<file path="config.mk">
export PLATFORM = sky130hd
export DESIGN_NAME = mem_arbiter
export DESIGN_NICKNAME = d
export VERILOG_FILES = /design/src/rtl/mem_arb_pkg.sv /design/src/rtl/arb_perf_ctr.sv /design/src/rtl/mem_arbiter.sv
export SDC_FILE = /design/constraint.sdc
export NUM_CORES = 1
export LEC_CHECK = 0
export BUFFER_PORTS_ARGS = -buffer_cell sky130_fd_sc_hd__buf_4
export CAP_MARGIN = 20
export CORE_MARGIN = 3
export CORE_UTILIZATION = 30
export CTS_BUF_LIST = sky130_fd_sc_hd__clkbuf_4
export DETAILED_ROUTE_END_ITERATION = 6
export GPL_TIMING_DRIVEN = 1
export SYNTH_ARGS = -nofsm -noshare
export SYNTH_HDL_FRONTEND = slang
export SYNTH_SLANG_ARGS = --single-unit
</file>
<file path="constraint.sdc">
create_clock -name clk -period 2.4 [get_ports clk]
set_input_delay 0.24 -clock clk [delete_from_list [all_inputs] [get_ports clk]]
set_output_delay 0.24 -clock clk [all_outputs]
set_load 0.01 [all_outputs]
</file>
<file path="src/rtl/mem_arb_pkg.sv">
// Shared types and default widths for the instruction/data memory arbiter.
package mem_arb_pkg;

    localparam int unsigned ADDR_W_DEF     = 32;
    localparam int unsigned DATA_W_DEF     = 32;
    localparam int unsigned MAX_DM_RUN_DEF = 4;
    localparam int unsigned PERF_W         = 32;

    typedef enum logic [1:0] {
        ST_IDLE,
        ST_ISSUE,
        ST_WAIT_RSP
    } arb_state_t;

    typedef enum logic {
        OWN_IF,
        OWN_DM
    } owner_t;

endpackage

</file>
<file path="src/rtl/arb_perf_ctr.sv">
// Free-running 32-bit event counter that wraps; advances on en.
module arb_perf_ctr
    import mem_arb_pkg::*;
(
    input  logic              clk,
    input  logic              reset,
    input  logic              en,
    output logic [PERF_W-1:0] count
);

    // Count enabled cycles
    always_ff @(posedge clk or negedge reset) begin
        if (!reset) begin
            count <= '0;
        end else if (en) begin
            count <= count + 1'b1;
        end
    end

endmodule

</file>
<file path="src/rtl/mem_arbiter.sv">
// Arbitrates one single-port memory between fetch and data ports, one
// outstanding transaction at a time. Data wins ties except when fetch has
// been passed over MAX_DM_RUN times in a row.
// Optional performance counters are built when ARB_PERF_EN is defined.
module mem_arbiter
    import mem_arb_pkg::*;
#(
    parameter int unsigned ADDR_W     = ADDR_W_DEF,
    parameter int unsigned DATA_W     = DATA_W_DEF,
    parameter int unsigned MAX_DM_RUN = MAX_DM_RUN_DEF
) (
    input  logic              clk,
    input  logic              reset,
    input  logic              if_req,
    input  logic [ADDR_W-1:0] if_addr,
    output logic [DATA_W-1:0] if_rdata,
    output logic              if_valid,
    output logic              stallF,
    input  logic              dm_req,
    input  logic              dm_we,
    input  logic [ADDR_W-1:0] dm_addr,
    input  logic [DATA_W-1:0] dm_wdata,
    output logic [DATA_W-1:0] dm_rdata,
    output logic              dm_valid,
    output logic              stallM,
    output logic              mem_req,
    output logic              mem_we,
    output logic [ADDR_W-1:0] mem_addr,
    output logic [DATA_W-1:0] mem_wdata,
    input  logic              mem_gnt,
    input  logic              mem_rvalid,
    input  logic [DATA_W-1:0] mem_rdata,
    output logic [PERF_W-1:0] perf_if_grants,
    output logic [PERF_W-1:0] perf_dm_grants,
    output logic [PERF_W-1:0] perf_stall_cycles
);

    localparam int unsigned RUN_W = $clog2(MAX_DM_RUN + 1);

    arb_state_t        state;
    owner_t            owner;
    logic [RUN_W-1:0]  run_cnt;
    logic              run_full_c;
    logic              grant_if_c;
    logic              grant_dm_c;
    logic              done_c;
    logic [DATA_W-1:0] if_rdata_q;
    logic [DATA_W-1:0] dm_rdata_q;

    assign run_full_c = (run_cnt == RUN_W'(MAX_DM_RUN));

    // Arbitration in IDLE: data first, fetch once the run limit is reached
    always_comb begin
        grant_if_c = 1'b0;
        grant_dm_c = 1'b0;
        if (state == ST_IDLE) begin
            if (if_req && dm_req) begin
                grant_if_c = run_full_c;
                grant_dm_c = !run_full_c;
            end else begin
                grant_if_c = if_req;
                grant_dm_c = dm_req;
            end
        end
    end

    // Completion: response in WAIT_RSP, or grant and response together in ISSUE
    assign done_c = mem_rvalid &&
                    ((state == ST_WAIT_RSP) || ((state == ST_ISSUE) && mem_gnt));

    assign if_valid = done_c && (owner == OWN_IF);
    assign dm_valid = done_c && (owner == OWN_DM);
    assign if_rdata = if_valid ? mem_rdata : if_rdata_q;
    assign dm_rdata = dm_valid ? mem_rdata : dm_rdata_q;
    assign stallF   = if_req && !if_valid;
    assign stallM   = dm_req && !dm_valid;

    // Transaction sequencer with registered memory request payload
    always_ff @(posedge clk or negedge reset) begin
        if (!reset) begin
            state     <= ST_IDLE;
            owner     <= OWN_IF;
            run_cnt   <= '0;
            mem_req   <= 1'b0;
            mem_we    <= 1'b0;
            mem_addr  <= '0;
            mem_wdata <= '0;
        end else begin
            case (state)
                ST_IDLE: begin
                    if (grant_if_c) begin
                        owner     <= OWN_IF;
                        mem_req   <= 1'b1;
                        mem_we    <= 1'b0;
                        mem_addr  <= if_addr;
                        mem_wdata <= '0;
                        state     <= ST_ISSUE;
                    end else if (grant_dm_c) begin
                        owner     <= OWN_DM;
                        mem_req   <= 1'b1;
                        mem_we    <= dm_we;
                        mem_addr  <= dm_addr;
                        mem_wdata <= dm_wdata;
                        state     <= ST_ISSUE;
                    end
                    if (!if_req || grant_if_c) begin
                        run_cnt <= '0;
                    end else if (grant_dm_c && !run_full_c) begin
                        run_cnt <= run_cnt + 1'b1;
                    end
                end
                ST_ISSUE: begin
                    if (mem_gnt) begin
                        mem_req <= 1'b0;
                        state   <= mem_rvalid ? ST_IDLE : ST_WAIT_RSP;
                    end
                end
                ST_WAIT_RSP: begin
                    if (mem_rvalid) begin
                        state <= ST_IDLE;
                    end
                end
                default: state <= ST_IDLE;
            endcase
        end
    end

    // Hold last delivered read data per port between completions
    always_ff @(posedge clk or negedge reset) begin
        if (!reset) begin
            if_rdata_q <= '0;
            dm_rdata_q <= '0;
        end else begin
            if (if_valid) if_rdata_q <= mem_rdata;
            if (dm_valid) dm_rdata_q <= mem_rdata;
        end
    end

`ifdef ARB_PERF_EN
    arb_perf_ctr u_ctr_if (
        .clk   (clk),
        .reset (reset),
        .en    (grant_if_c),
        .count (perf_if_grants)
    );

    arb_perf_ctr u_ctr_dm (
        .clk   (clk),
        .reset (reset),
        .en    (grant_dm_c),
        .count (perf_dm_grants)
    );

    arb_perf_ctr u_ctr_stall (
        .clk   (clk),
        .reset (reset),
        .en    (stallF || stallM),
        .count (perf_stall_cycles)
    );
`else
    assign perf_if_grants    = '0;
    assign perf_dm_grants    = '0;
    assign perf_stall_cycles = '0;
`endif

endmodule
</file>
* Word-level counts from Yosys, hierarchy flattened
Cells that the tools add are included.
** Operators by class
- Reductions and logical operators :: 22
- Equal/unequal tests :: 6
- Add/sub/neg operators :: 1
- Mux-type cells :: 25
- Bitwise operators :: 1
** Operators with widths (count)
- $mux W32 :: 6
- $mux W1 :: 10
- $mux W2 :: 5
- $logic_and A1 B1 Y1 :: 8
- $mux W3 :: 2
- $pmux W2 S3 :: 1
- $reduce_and A3 Y1 :: 2
- $reduce_bool A2 Y1 :: 3
- $logic_not A1 Y1 :: 4
- $ne A2 B2 Y1 const B :: 2
- $reduce_and A2 Y1 :: 2
- $add A3 B1 Y3 const B :: 1
- $eq A3 B3 Y1 const B :: 1
- $ne A3 B3 Y1 const B :: 1
- $eq A2 B1 Y1 const B :: 1
- $eq A2 B2 Y1 const B :: 1
- $logic_not A2 Y1 :: 1
- $logic_or A1 B1 Y1 :: 2
- $pmux W1 S2 :: 1
- $not A1 Y1 :: 1
** Word-level totals
- Output and inout port bits :: 230
- Flip-flop bits (word level) :: 136
- Bits of input ports :: 135
- Logic and storage cells :: 64

* Logic depth before layout (Yosys ltp)
- Depth in word-level cells :: 7
- Gate-level depth with buffers :: 7
- Gate-level depth less buffers :: 5

* Worst setup path before layout
Ideal clock, no wire load.
- Kind :: register to output
- Start point :: register state[1]
- End point :: output port dm_rdata[23]
- Path slack :: 654 ps
- Path buffers :: 1
- Data arrival time :: 1506 ps
- Cell stages (with the launch flop) :: 5
- Data required time :: 2160 ps
- Cell sequence :: dfrtp_1 -> nand3b_2 -> a21oi_4 -> buf_4 -> mux2_2
** Between the ends
- Cells in the longest elaborated chain, start to end :: 6
- Elaborated cells on any way between the ends :: 7
- Classes of those cells :: eq/ne (2); mux (1); reduce/logical (4)
** Ends and longest elaborated chain
- start, declared :: RTL line mem_arbiter.sv:40 : arb_state_t state;
- start signal, assigned :: RTL line mem_arbiter.sv:115 : state <= mem_rvalid ? ST_IDLE : ST_WAIT_RSP;
- $eq A2 B1 Y1 :: RTL line mem_arbiter.sv:69 : ((state == ST_WAIT_RSP) || ((state == ST_ISSUE) && mem_gnt));
- $logic_and A1 B1 Y1 :: RTL line mem_arbiter.sv:69
- $logic_or A1 B1 Y1 * :: RTL line mem_arbiter.sv:69
- $logic_and A1 B1 Y1 * :: RTL line mem_arbiter.sv:68 : assign done_c = mem_rvalid &&
- $logic_and A1 B1 Y1 * :: RTL line mem_arbiter.sv:72 : assign dm_valid = done_c && (owner == OWN_DM);
- net dm_valid :: RTL line mem_arbiter.sv:24 : output logic dm_valid,
- $mux W32 *
- end, declared :: RTL line mem_arbiter.sv:23 : output logic [DATA_W-1:0] dm_rdata,
Mark *: on every way through the listed nets, which the timed path passes. The rest lies on a longest branch.

* Final worst setup path
- Start point :: register state[1]
- End point :: output port if_rdata[4]
** Between the ends
- Cells in the longest elaborated chain, start to end :: 6
- Elaborated cells on any way between the ends :: 7
- Classes of those cells :: eq/ne (2); mux (1); reduce/logical (4)
** Ends and longest elaborated chain
- $eq A2 B1 Y1 :: RTL line mem_arbiter.sv:69
- $logic_and A1 B1 Y1 :: RTL line mem_arbiter.sv:69
- $logic_or A1 B1 Y1 * :: RTL line mem_arbiter.sv:69
- $logic_and A1 B1 Y1 * :: RTL line mem_arbiter.sv:68
- $logic_and A1 B1 Y1 * :: RTL line mem_arbiter.sv:71 : assign if_valid = done_c && (owner == OWN_IF);
- $mux W32 *
- end, declared :: RTL line mem_arbiter.sv:16 : output logic [DATA_W-1:0] if_rdata,
Mark *: on every way between the ends. The rest lies on a longest branch, timed or not.

==> out/metrics.cfg <==
[critical_path]
path_cells = nand3b_4, buf_6, a21oi_4, buf_12, clkbuf_16, mux2_4, buf_6
start_kind = flip-flop
required_ns = 2.16
endpoint_kind = output pin
cpMostUsedCell = buf_6
critPathKind = flip-flop to output pin
path_max_fanout = 6
crit_slowest_cell = dfrtp_2
worst_ep_arrival_time_ns = 2.21
cpPeakStageDelay_ns = 0.44

[outcome]
status = finished, violations left
failed_checks = negative setup slack

[timing]
max_freq_mhz = 408.1
finalSetupViolations = 28
fin_skew_ns = 0.02360
timing.hold.ws_ns = 0.1080
tightest_slew_ns = 0.6956
timing.final.crit_share_pct = 102.1
rsz0062_at_grt = yes
fin_ws_ns = -0.05014
max_slew_margin_pct = 53.62
period_needed_ns = 2.450
hold_violations = 0
slew_violations = 0

[floorplanning]
die_h_um = 152.0
core_mm2 = 0.02056
die-area_mm2 = 0.02310
fp.dieW_um = 152.0
start_util_pct = 31.10
ios = 365
placementRows = 52

[pwr]
combPwrFrac_pct = 58.3
p_sw_mw = 4.672
seqPwrFrac_pct = 30.1
clockPowerShare_pct = 11.6
power_density_mw_per_mm2 = 1185
total_power_mw = 13.10
ir_drop_mv = 0.4391
leakage_nw = 5.430
internal_power_mw = 8.426
swShare_pct = 35.67

[place]
gp_congestion = 0.7938
hpwlAfterDp_mm = 13.23
placed_cells = 1049
io_buffers = 268

[logic_synthesis]
synth_warnings = 0
synth_top_area_share_pct = 53.23
yosysSeqAreaShare_pct = 53.23
synth.area.top_cells = dfrtp_1 53%, buf_4 12%, mux2_2 9.0%
yosysUniqueCellTypes = 32
syn_avg_cell_area_um2 = 11.97
synth.cell_area_mm2 = 0.006394
synthCells = 534
synth-seq-cells = 136
synth_top_area_cell = dfrtp_1

[routing]
first_pass_iters = 4
vias = 5741
remaining_drc_errors = 0
wl_per_cell_um = 17.69
wirelength_mm = 22.31
drtIter0Drc = 233
ant_nets = 0
vias_per_cell = 4.553

[finish]
nFillCells = 1732
final_nets = 1114
mostFrequentLayoutCells = 245 x buf_4, 134 x dfrtp_1, 133 x dlygate4sd3_1
final-seq-area_mm2 = 0.003406
synthToLayoutAreaGrowth_pct = 72.86
layout-drive-gt1-share_pct = 45.25
layoutNonFillerInstCount = 1261
multi_input_area_mm2 = 0.002610
final_common_cell = buf_4

[clocking]
cts_buffers = 17
clk_pin_slew_ns = 0.13
cts-htree-levels = 4
clk-insertion-delay-late_ns = 0.52
cts_tree = built
cts_sinks = 136
cts_root_buf = clkbuf_4
clockBufferDepth = 2

[global_routing]
antenna_found_initial = 1
grt.overflow.total = 0
grt_pass1_vias = 5783
grt_pass1_wl_mm = 32.98
grt_max_degree = 55
grtUsageTotal_pct = 17.58

[min_path]
holdCritPathClass = primary input to flip-flop

[run]
drv_cap = 0

-- registers in the layout, summed over array words and instances (netlist names) --
| register | flops |
|---|---|
| if_rdata_q | 32 |
| dm_rdata_q | 32 |
| mem_wdata | 32 |
| mem_req | 1 |
| mem_we | 1 |
| mem_addr | 32 |
| state | 2 |
| owner | 1 |
| run_cnt | 3 |
-- cell type report --
class / instances / share of cell area, %
Clock buffer: 18 / 1.223
Sequential cell: 136 / 30.82
Inverter: 34 / 1.155
Clock inverter: 14 / 1.257
Timing Repair Buffer: 463 / 38.85
Tap cell: 270 / 3.057
Antenna cell: 1 / 0.02264
Multi-Input combinational cell: 325 / 23.62
-- synth_stat cells --
cell type and instances:
clkbuf_1 20, nor2_2 1, a21oi_1 2, inv_1 34, conb_1 1, mux2_2 51
a22o_1 33, nor4b_1 1, buf_2 7, buf_1 1, nand2_1 7, o311ai_1 24
o21ai_1 3, or2_2 1, o21ai_0 34, nor2_1 1, nand2b_1 3, a21bo_4 1
nor2b_1 3, mux2_1 13, o311ai_0 3, a21oi_4 2, a21o_1 1, buf_6 4
nand3_1 1, dfrtp_1 136, buf_4 102, ha_1 2, nand3b_2 1, nand4_1 34
and3_1 2, o311ai_2 5
-- logic make-up after synthesis --
| logic type | count (synthesis) | share of synthesized area (%) |
|---|---|---|
| adder cells (fa/ha/maj) | 2 | 0.3913 |
| buffers and inverters | 168 | 16.46 |
| other | 1 | 0.05865 |
| AO/OA/AOI/OAI | 108 | 13.42 |
| AND/OR/NAND/NOR | 55 | 5.166 |
| flip-flops | 136 | 53.23 |
| multiplexers | 64 | 11.27 |
-- metal layers --
metal | wire [µm] | GRT usage, % | vias to the layer above
li1 | - | - | 2598
met1 | 9003 | 21.36 | 2880
met2 | 11520 | 30.69 | 245
met3 | 1513 | 5.461 | 18
met4 | 264 | 3.938 | 0
met5 | 0 | 0 | -
-- what timing repair did --
item	in CTS	in global routing
hold buffers	132	1
setup endpoints to repair	64	79
pin swaps	1	2
endpoints found under the hold margin	216	1
buffers inserted	19	20
resized for setup	74	91
cloned	4	5
-- power groups by stage --
stage          combinational (mW)  sequential [mW]  clock [mW]
3_3_place_gp                 5.36             3.90           0
2_1_floorplan                2.57             4.12           0
3_5_place_dp                 5.41             3.93           0
6_report                     7.63             3.94        1.52
5_1_grt                      8.09             4.07        1.70
4_1_cts                      6.72             3.90        1.60
-- per-stage QoR --
| stage | TNS [ns] | util (%) | setup WS [ns] | instance area, µm² |
|---|---|---|---|---|
| after floorplan | 0 | - | 0.6541 | 6750 |
| after global placement | 0 | 40.62 | 0.4345 | 8351 |
| after detailed placement | 0 | 40.62 | 0.3889 | 8351 |
| after CTS | -4.537 | 51.01 | -0.09742 | 10490 |
| after global routing | -6.905 | 53.75 | -0.1930 | 11050 |
| final | -0.6313 | 53.75 | -0.05014 | 11050 |
-- critical path: cells and delay by family, from the launching register on --
family / cells / cell delay, ns
buffers and inverters: 4 / 0.59
multiplexers: 1 / 0.33
flip-flops: 1 / 0.44
AO/OA/AOI/OAI: 1 / 0.16
AND/OR/NAND/NOR: 1 / 0.18
-- path summary, 6_finish.rpt --
check                               from             end  slack, ns  depth (start not counted)
worst max-delay path            state[1]     if_rdata[4]      -0.05                          7
worst min-delay path              if_req      run_cnt[0]       0.11                          3
worst max register to register  state[1]    mem_addr[12]       0.10                          5
worst min register to register   mem_req         mem_req       0.50                          2
max in group asynchronous          reset    mem_addr[17]       1.44                          3
min in group asynchronous          reset  if_rdata_q[22]       0.19                          2
No activity file was read; power rests on OpenSTA's default activity.
